## src/rtl/mem_port_arbiter_pkg.sv

```systemverilog
`default_nettype none
// ============================================================================
//  Module      : mem_port_arbiter_pkg
//  Description : Shared encodings for the RAM port arbiter: FSM states,
//                access size codes and requester (owner) codes.
//  Revision    : 1.0 - initial release
// ============================================================================
package mem_port_arbiter_pkg;

    // Arbiter FSM states
    localparam logic [1:0] ST_IDLE   = 2'b00;
    localparam logic [1:0] ST_ACCESS = 2'b01;
    localparam logic [1:0] ST_ERR    = 2'b10;
    localparam logic [1:0] ST_RESP   = 2'b11;

    // Access size codes (2'b11 is illegal)
    localparam logic [1:0] SZ_BYTE = 2'b00;
    localparam logic [1:0] SZ_HALF = 2'b01;
    localparam logic [1:0] SZ_WORD = 2'b10;

    // Requester identities
    localparam logic OWN_FETCH = 1'b0;
    localparam logic OWN_DATA  = 1'b1;

endpackage : mem_port_arbiter_pkg
`default_nettype wire

```

## src/rtl/mem_port_arbiter_lane_decode.sv

```systemverilog
`default_nettype none
// ============================================================================
//  Module      : mem_lane_decode
//  Description : Combinational byte-lane decoder. Maps an access size and the
//                low two address bits to RAM byte enables and flags
//                misaligned or illegal-size accesses.
//  Ports       : size    - access size code (SZ_*)
//                addr_lo - address bits [1:0]
//                be      - byte enables, lane 0 = bits [7:0]
//                illegal - 1 when the access cannot be performed
//  Revision    : 1.0 - initial release
// ============================================================================
module mem_lane_decode
    import mem_port_arbiter_pkg::*;
(
    input  logic [1:0] size,
    input  logic [1:0] addr_lo,
    output logic [3:0] be,
    output logic       illegal
);

    always_comb begin
        be      = 4'b0000;
        illegal = 1'b0;
        case (size)
            SZ_BYTE: begin
                be = 4'b0001 << addr_lo;
            end
            SZ_HALF: begin
                be      = 4'b0011 << addr_lo;
                illegal = addr_lo[0];
            end
            SZ_WORD: begin
                be      = 4'b1111;
                illegal = (addr_lo != 2'b00);
            end
            default: begin
                illegal = 1'b1;
            end
        endcase
    end

endmodule : mem_lane_decode
`default_nettype wire

```

## src/rtl/mem_port_arbiter.sv

```systemverilog
`default_nettype none
// ============================================================================
//  Module      : mem_port_arbiter
//  Description : Shares the single external RAM port between instruction
//                fetch (read-only, word) and data load/store. One access at a
//                time; alternating priority on ties; alignment checking;
//                ready timeout abort.
//  Ports       : clk, rst                - clock, sync active-high reset
//                if_req/if_addr/if_ack   - fetch requester handshake
//                d_req/d_we/d_addr/d_wdata/d_size/d_ack - data requester
//                rdata, err              - response, valid with an ack
//                cs/we/oe/address/ram_data_in/ram_be/ram_data_out/ram_ready
//                                        - RAM side
//  Revision    : 1.0 - initial release
// ============================================================================
module mem_port_arbiter
    import mem_port_arbiter_pkg::*;
#(
    parameter int TIMEOUT_CYCLES = 16,
    parameter int CNT_W          = 5
) (
    input  logic        clk,
    input  logic        rst,
    input  logic        if_req,
    input  logic [31:0] if_addr,
    output logic        if_ack,
    input  logic        d_req,
    input  logic        d_we,
    input  logic [31:0] d_addr,
    input  logic [31:0] d_wdata,
    input  logic [1:0]  d_size,
    output logic        d_ack,
    output logic [31:0] rdata,
    output logic        err,
    output logic        cs,
    output logic        we,
    output logic        oe,
    output logic [31:0] address,
    output logic [31:0] ram_data_in,
    output logic [3:0]  ram_be,
    input  logic [31:0] ram_data_out,
    input  logic        ram_ready
);

    // Last ACCESS cycle index before the abort
    localparam logic [CNT_W-1:0] c_CNT_LIMIT = CNT_W'(TIMEOUT_CYCLES - 1);

    logic [1:0]       r_state;
    logic             r_owner;
    logic             r_last_grant;
    logic [1:0]       r_size;
    logic [1:0]       r_addr_lo;
    logic [CNT_W-1:0] r_cnt;

    logic             w_grant_data;
    logic [1:0]       w_sel_size;
    logic [31:0]      w_sel_addr;
    logic             w_sel_we;
    logic [1:0]       w_dec_size;
    logic [1:0]       w_dec_lo;
    logic [3:0]       w_be;
    logic             w_illegal;

    // Data wins when it is alone, or on a tie when fetch had the last grant.
    assign w_grant_data = d_req && (!if_req || (r_last_grant == OWN_FETCH));
    assign w_sel_size   = w_grant_data ? d_size : SZ_WORD;
    assign w_sel_addr   = w_grant_data ? d_addr : if_addr;
    assign w_sel_we     = w_grant_data & d_we;

    // In IDLE the decoder judges the candidate grant; afterwards it decodes
    // the latched fields so ram_be tracks the access in flight.
    assign w_dec_size = (r_state == ST_IDLE) ? w_sel_size      : r_size;
    assign w_dec_lo   = (r_state == ST_IDLE) ? w_sel_addr[1:0] : r_addr_lo;

    mem_lane_decode u_lane_decode (
        .size    (w_dec_size),
        .addr_lo (w_dec_lo),
        .be      (w_be),
        .illegal (w_illegal)
    );

    assign ram_be = cs ? w_be : 4'b0000;

    always_ff @(posedge clk) begin
        if (rst) begin
            r_state      <= ST_IDLE;
            r_owner      <= OWN_FETCH;
            r_last_grant <= OWN_FETCH;
            r_size       <= SZ_BYTE;
            r_addr_lo    <= 2'b00;
            r_cnt        <= '0;
            if_ack       <= 1'b0;
            d_ack        <= 1'b0;
            err          <= 1'b0;
            rdata        <= 32'h0;
            cs           <= 1'b0;
            we           <= 1'b0;
            oe           <= 1'b0;
            address      <= 32'h0;
            ram_data_in  <= 32'h0;
        end else begin
            case (r_state)
                ST_IDLE: begin
                    if (if_req || d_req) begin
                        r_owner     <= w_grant_data ? OWN_DATA : OWN_FETCH;
                        r_size      <= w_sel_size;
                        r_addr_lo   <= w_sel_addr[1:0];
                        address     <= {w_sel_addr[31:2], 2'b00};
                        ram_data_in <= w_grant_data ? d_wdata : 32'h0;
                        if (w_illegal) begin
                            r_state <= ST_ERR;
                        end else begin
                            r_state <= ST_ACCESS;
                            cs      <= 1'b1;
                            we      <= w_sel_we;
                            oe      <= ~w_sel_we;
                        end
                    end
                end
                ST_ACCESS: begin
                    if (ram_ready || (r_cnt == c_CNT_LIMIT)) begin
                        // Stores and timeouts return zero data.
                        rdata   <= (ram_ready && !we) ? ram_data_out : 32'h0;
                        err     <= ~ram_ready;
                        cs      <= 1'b0;
                        we      <= 1'b0;
                        oe      <= 1'b0;
                        if_ack  <= (r_owner == OWN_FETCH);
                        d_ack   <= (r_owner == OWN_DATA);
                        r_state <= ST_RESP;
                    end else begin
                        r_cnt <= r_cnt + 1'b1;
                    end
                end
                ST_ERR: begin
                    rdata   <= 32'h0;
                    err     <= 1'b1;
                    if_ack  <= (r_owner == OWN_FETCH);
                    d_ack   <= (r_owner == OWN_DATA);
                    r_state <= ST_RESP;
                end
                default: begin
                    // RESP: the ack pulse is visible during this cycle.
                    if_ack       <= 1'b0;
                    d_ack        <= 1'b0;
                    err          <= 1'b0;
                    r_last_grant <= r_owner;
                    r_cnt        <= '0;
                    r_state      <= ST_IDLE;
                end
            endcase
        end
    end

endmodule : mem_port_arbiter
`default_nettype wire

```

## config.mk

```make
export PLATFORM = sky130hd
export DESIGN_NAME = mem_port_arbiter
export DESIGN_NICKNAME = d
export VERILOG_FILES = /design/src/rtl/mem_port_arbiter_pkg.sv /design/src/rtl/mem_port_arbiter_lane_decode.sv /design/src/rtl/mem_port_arbiter.sv
export SDC_FILE = /design/constraint.sdc
export NUM_CORES = 1
export LEC_CHECK = 0
export ABC_AREA = 1
export BUFFER_PORTS_ARGS = -buffer_cell sky130_fd_sc_hd__buf_2
export CORE_ASPECT_RATIO = 0.75
export CORE_MARGIN = 8
export CORE_UTILIZATION = 49
export DETAILED_ROUTE_END_ITERATION = 12
export PLACE_DENSITY = 0.91
export SLEW_MARGIN = 20
export SYNTH_ARGS = -nofsm -noshare
export SYNTH_HDL_FRONTEND = slang
export SYNTH_HIERARCHICAL = 1
export SYNTH_SLANG_ARGS = --single-unit
```

## constraint.sdc

```tcl
create_clock -name clk -period 4.3 [get_ports clk]
set_input_delay 0.215 -clock clk [delete_from_list [all_inputs] [get_ports clk]]
set_output_delay 0.215 -clock clk [all_outputs]
set_load 0.01 [all_outputs]
```

==> impl_metrics.env <==
export IMPL_status="complete, no violations"
export IMPL_critPathLaunchType="register"
export IMPL_clock_skew_ps=12.3
export IMPL_dr_pass1_iters=5
export IMPL_rr_worst_depth=12
export IMPL_path_class="register to output port"
export IMPL_path_clk_slew_ps=60
export IMPL_relSlewSlack_pct=37.2
export IMPL_grtUsageTotal_pct=23.5
export IMPL_fp_coreArea_mm2=0.00950
export IMPL_place_ws_ps=1800
export IMPL_cts_repair_resize_count=0
export IMPL_antenna_cells=0
export IMPL_ys_types=25
export IMPL_overflow=0
export IMPL_place_area_mm2=0.00586
export IMPL_avgRoutedWirePerCell_um=15.5
export IMPL_rows=31
export IMPL_reg2reg_slack_ps=1670
export IMPL_syn2layout_area_growth_pct=39.2
export IMPL_stdcell_area_mm2=0.00654
export IMPL_clock_sinks=113
export IMPL_synthCells=631
export IMPL_worstMarginPinSlew_ps=941
export IMPL_netlist_area_mm2=0.00470
export IMPL_seq_area_frac_synth_pct=48.1
export IMPL_drt_wl_total_um=15500
export IMPL_vdd_drop_max_v=0.000325
export IMPL_grt_pass1_wl_um=24200
export IMPL_fin_cells=998
export IMPL_yosys_warnings=6
export IMPL_die_h_um=101
export IMPL_place_inst=965
export IMPL_cts_buffers=17
export IMPL_netlist_top_cells_area="dfxtp_1, nand2_1, a21oi_1"
export IMPL_ant_nets=0
export IMPL_finalHoldViolCount=0
export IMPL_setup_ws_ps=1480
export IMPL_r2r_end="cs"
export IMPL_worst_ep_required_time_ps=4090
export IMPL_clockBufferDepth=2
export IMPL_critPathArrivalTime_ps=2600
export IMPL_synthFlopType="dfxtp_1"
export IMPL_finalSetupViolations=0
export IMPL_pin_count=242
export IMPL_num_vias=5149
export IMPL_cp_end_kind="output port"
export IMPL_gp_congestion=0.839
export IMPL_hold_class="input pin to register"
export IMPL_drv_slew=0
export IMPL_post_cts_setup_buffers=0
export IMPL_finalCoreUtilization_pct=68.9
export IMPL_drcViolationCount=0
export IMPL_grt_setup_unrepaired="no"
export IMPL_r2r_start="r_state[0]"
export IMPL_vias_per_cell=5.16
export IMPL_p_total_mw=4.39
export IMPL_cts_tree="done"
export IMPL_htreeDepth=4
export IMPL_drt_iter0_markers=371
export IMPL_maxCapViolCount=0
export IMPL_fin_crit_ps=2820
export IMPL_hpwl_um=11100
export IMPL_worstSetupStartpoint="r_state[0]"
export IMPL_power_density_mw_per_mm2=672
export IMPL_initial_utilization_pct=49.5
export IMPL_dieArea_mm2=0.0130
export IMPL_fin_nets=996
export IMPL_root_buffer="clkbuf_16"
export IMPL_synth_top_area_share_pct=48.1
export IMPL_synth_largest_area_cell="dfxtp_1"
export IMPL_layout_common_cells="buf_2, nand2_1, dfxtp_1"
export IMPL_die_width_um=129
export IMPL_async_flop_share_pct=0
export IMPL_cts_hold_buf=0
export IMPL_antenna_found_initial=0
export IMPL_avgSynthCellArea_um2=7.45
export IMPL_crit_end="ram_be[2]"
export IMPL_drive_above_1_share_pct=33.5
export IMPL_fmax_mhz=355
export IMPL_cp_max_fo=12
export IMPL_synth_edf_count=0
export IMPL_ys_seq_elements=113
export IMPL_grt_max_degree=76
export IMPL_final_common_cell="buf_2"
export IMPL_grt_pass1_vias=5139
export IMPL_tns_ps=0
export IMPL_port_buffers=239
export IMPL_fin_crit_sh_pct=65.5
export IMPL_clk_latency_ps=410
export IMPL_hold_slack_ps=49.2
export IMPL_p_leak_nw=3.18
[area by class of cell]
class | count | area, um2
clock buffer | 19 | 453
timing repair buffer | 245 | 1260
fill | 785 | 2960
multi-input combinational | 444 | 2080
tap | 132 | 165
clock inverter | 13 | 199
sequential | 113 | 2260
inverter | 32 | 123
[cells in the mapped netlist (all sizes together) (7+ instances only)]
master / instances
a31oi: 30
nand2: 210
clkbuf: 7
nand3: 38
inv: 32
buf: 36
o21ai: 50
nor2: 17
a21oi: 85
dfxtp: 113
ha: 7
[worst min-delay path by stage]
stage,start,endpoint,slack [ps],cells after the start
CTS,d_wdata[19],ram_data_in[19],40,3
finish,d_wdata[10],ram_data_in[10],50,3
detailed placement,ram_data_in[11],ram_data_in[11],450,2
global placement,ram_data_in[4],ram_data_in[4],450,2
floorplan,d_wdata[1],ram_data_in[1],360,2
global route,d_wdata[8],ram_data_in[8],50,3
[critical path, cell delays in order, from the launching register on]
cell     delay [ps]
dfxtp_1         360
inv_1           100
ha_1            360
inv_2           200
o21ai_0         550
inv_1           160
nand3_1         130
nand2_1          50
inv_1            50
nand2_1          40
nand2_1          60
inv_1            40
buf_2           130
[kinds of logic (layout without fill, tap and decap cells)]
logic type / after synthesis / in the layout / synth area share (%)
buffers and inverters: 75 / 309 / 7.82
other: 1 / 2 / 0.0798
AND/OR/NAND/NOR: 269 / 269 / 23.6
adder cells (fa/ha/maj): 7 / 7 / 1.86
AO/OA/AOI/OAI: 166 / 166 / 18.5
flip-flops: 113 / 113 / 48.1
[registers in the layout (all words and copies together) (netlist names), 2 cells and up]
signal       flops
ram_data_in     32
rdata           32
address         30
r_cnt            5
r_addr_lo        2
r_size           2
r_state          2
[layer usage]
layer  wire length [um]  GRT usage [%]  vias to the layer above
met5                  0              0                        -
met4                719           14.3                        0
met3               1130           7.93                       57
met2               7690           39.8                      198
met1               5950           24.8                     2364
li1                   -              -                     2530
[report_power, final]
part           leakage [nW]  switching [mW]  internal [mW]
Combinational          1.93           0.931          0.489
Clock                 0.319           0.525           1.01
Sequential            0.926           0.139           1.30
Total                  3.18            1.60           2.80
No activity file was read; power rests on OpenSTA's default activity.
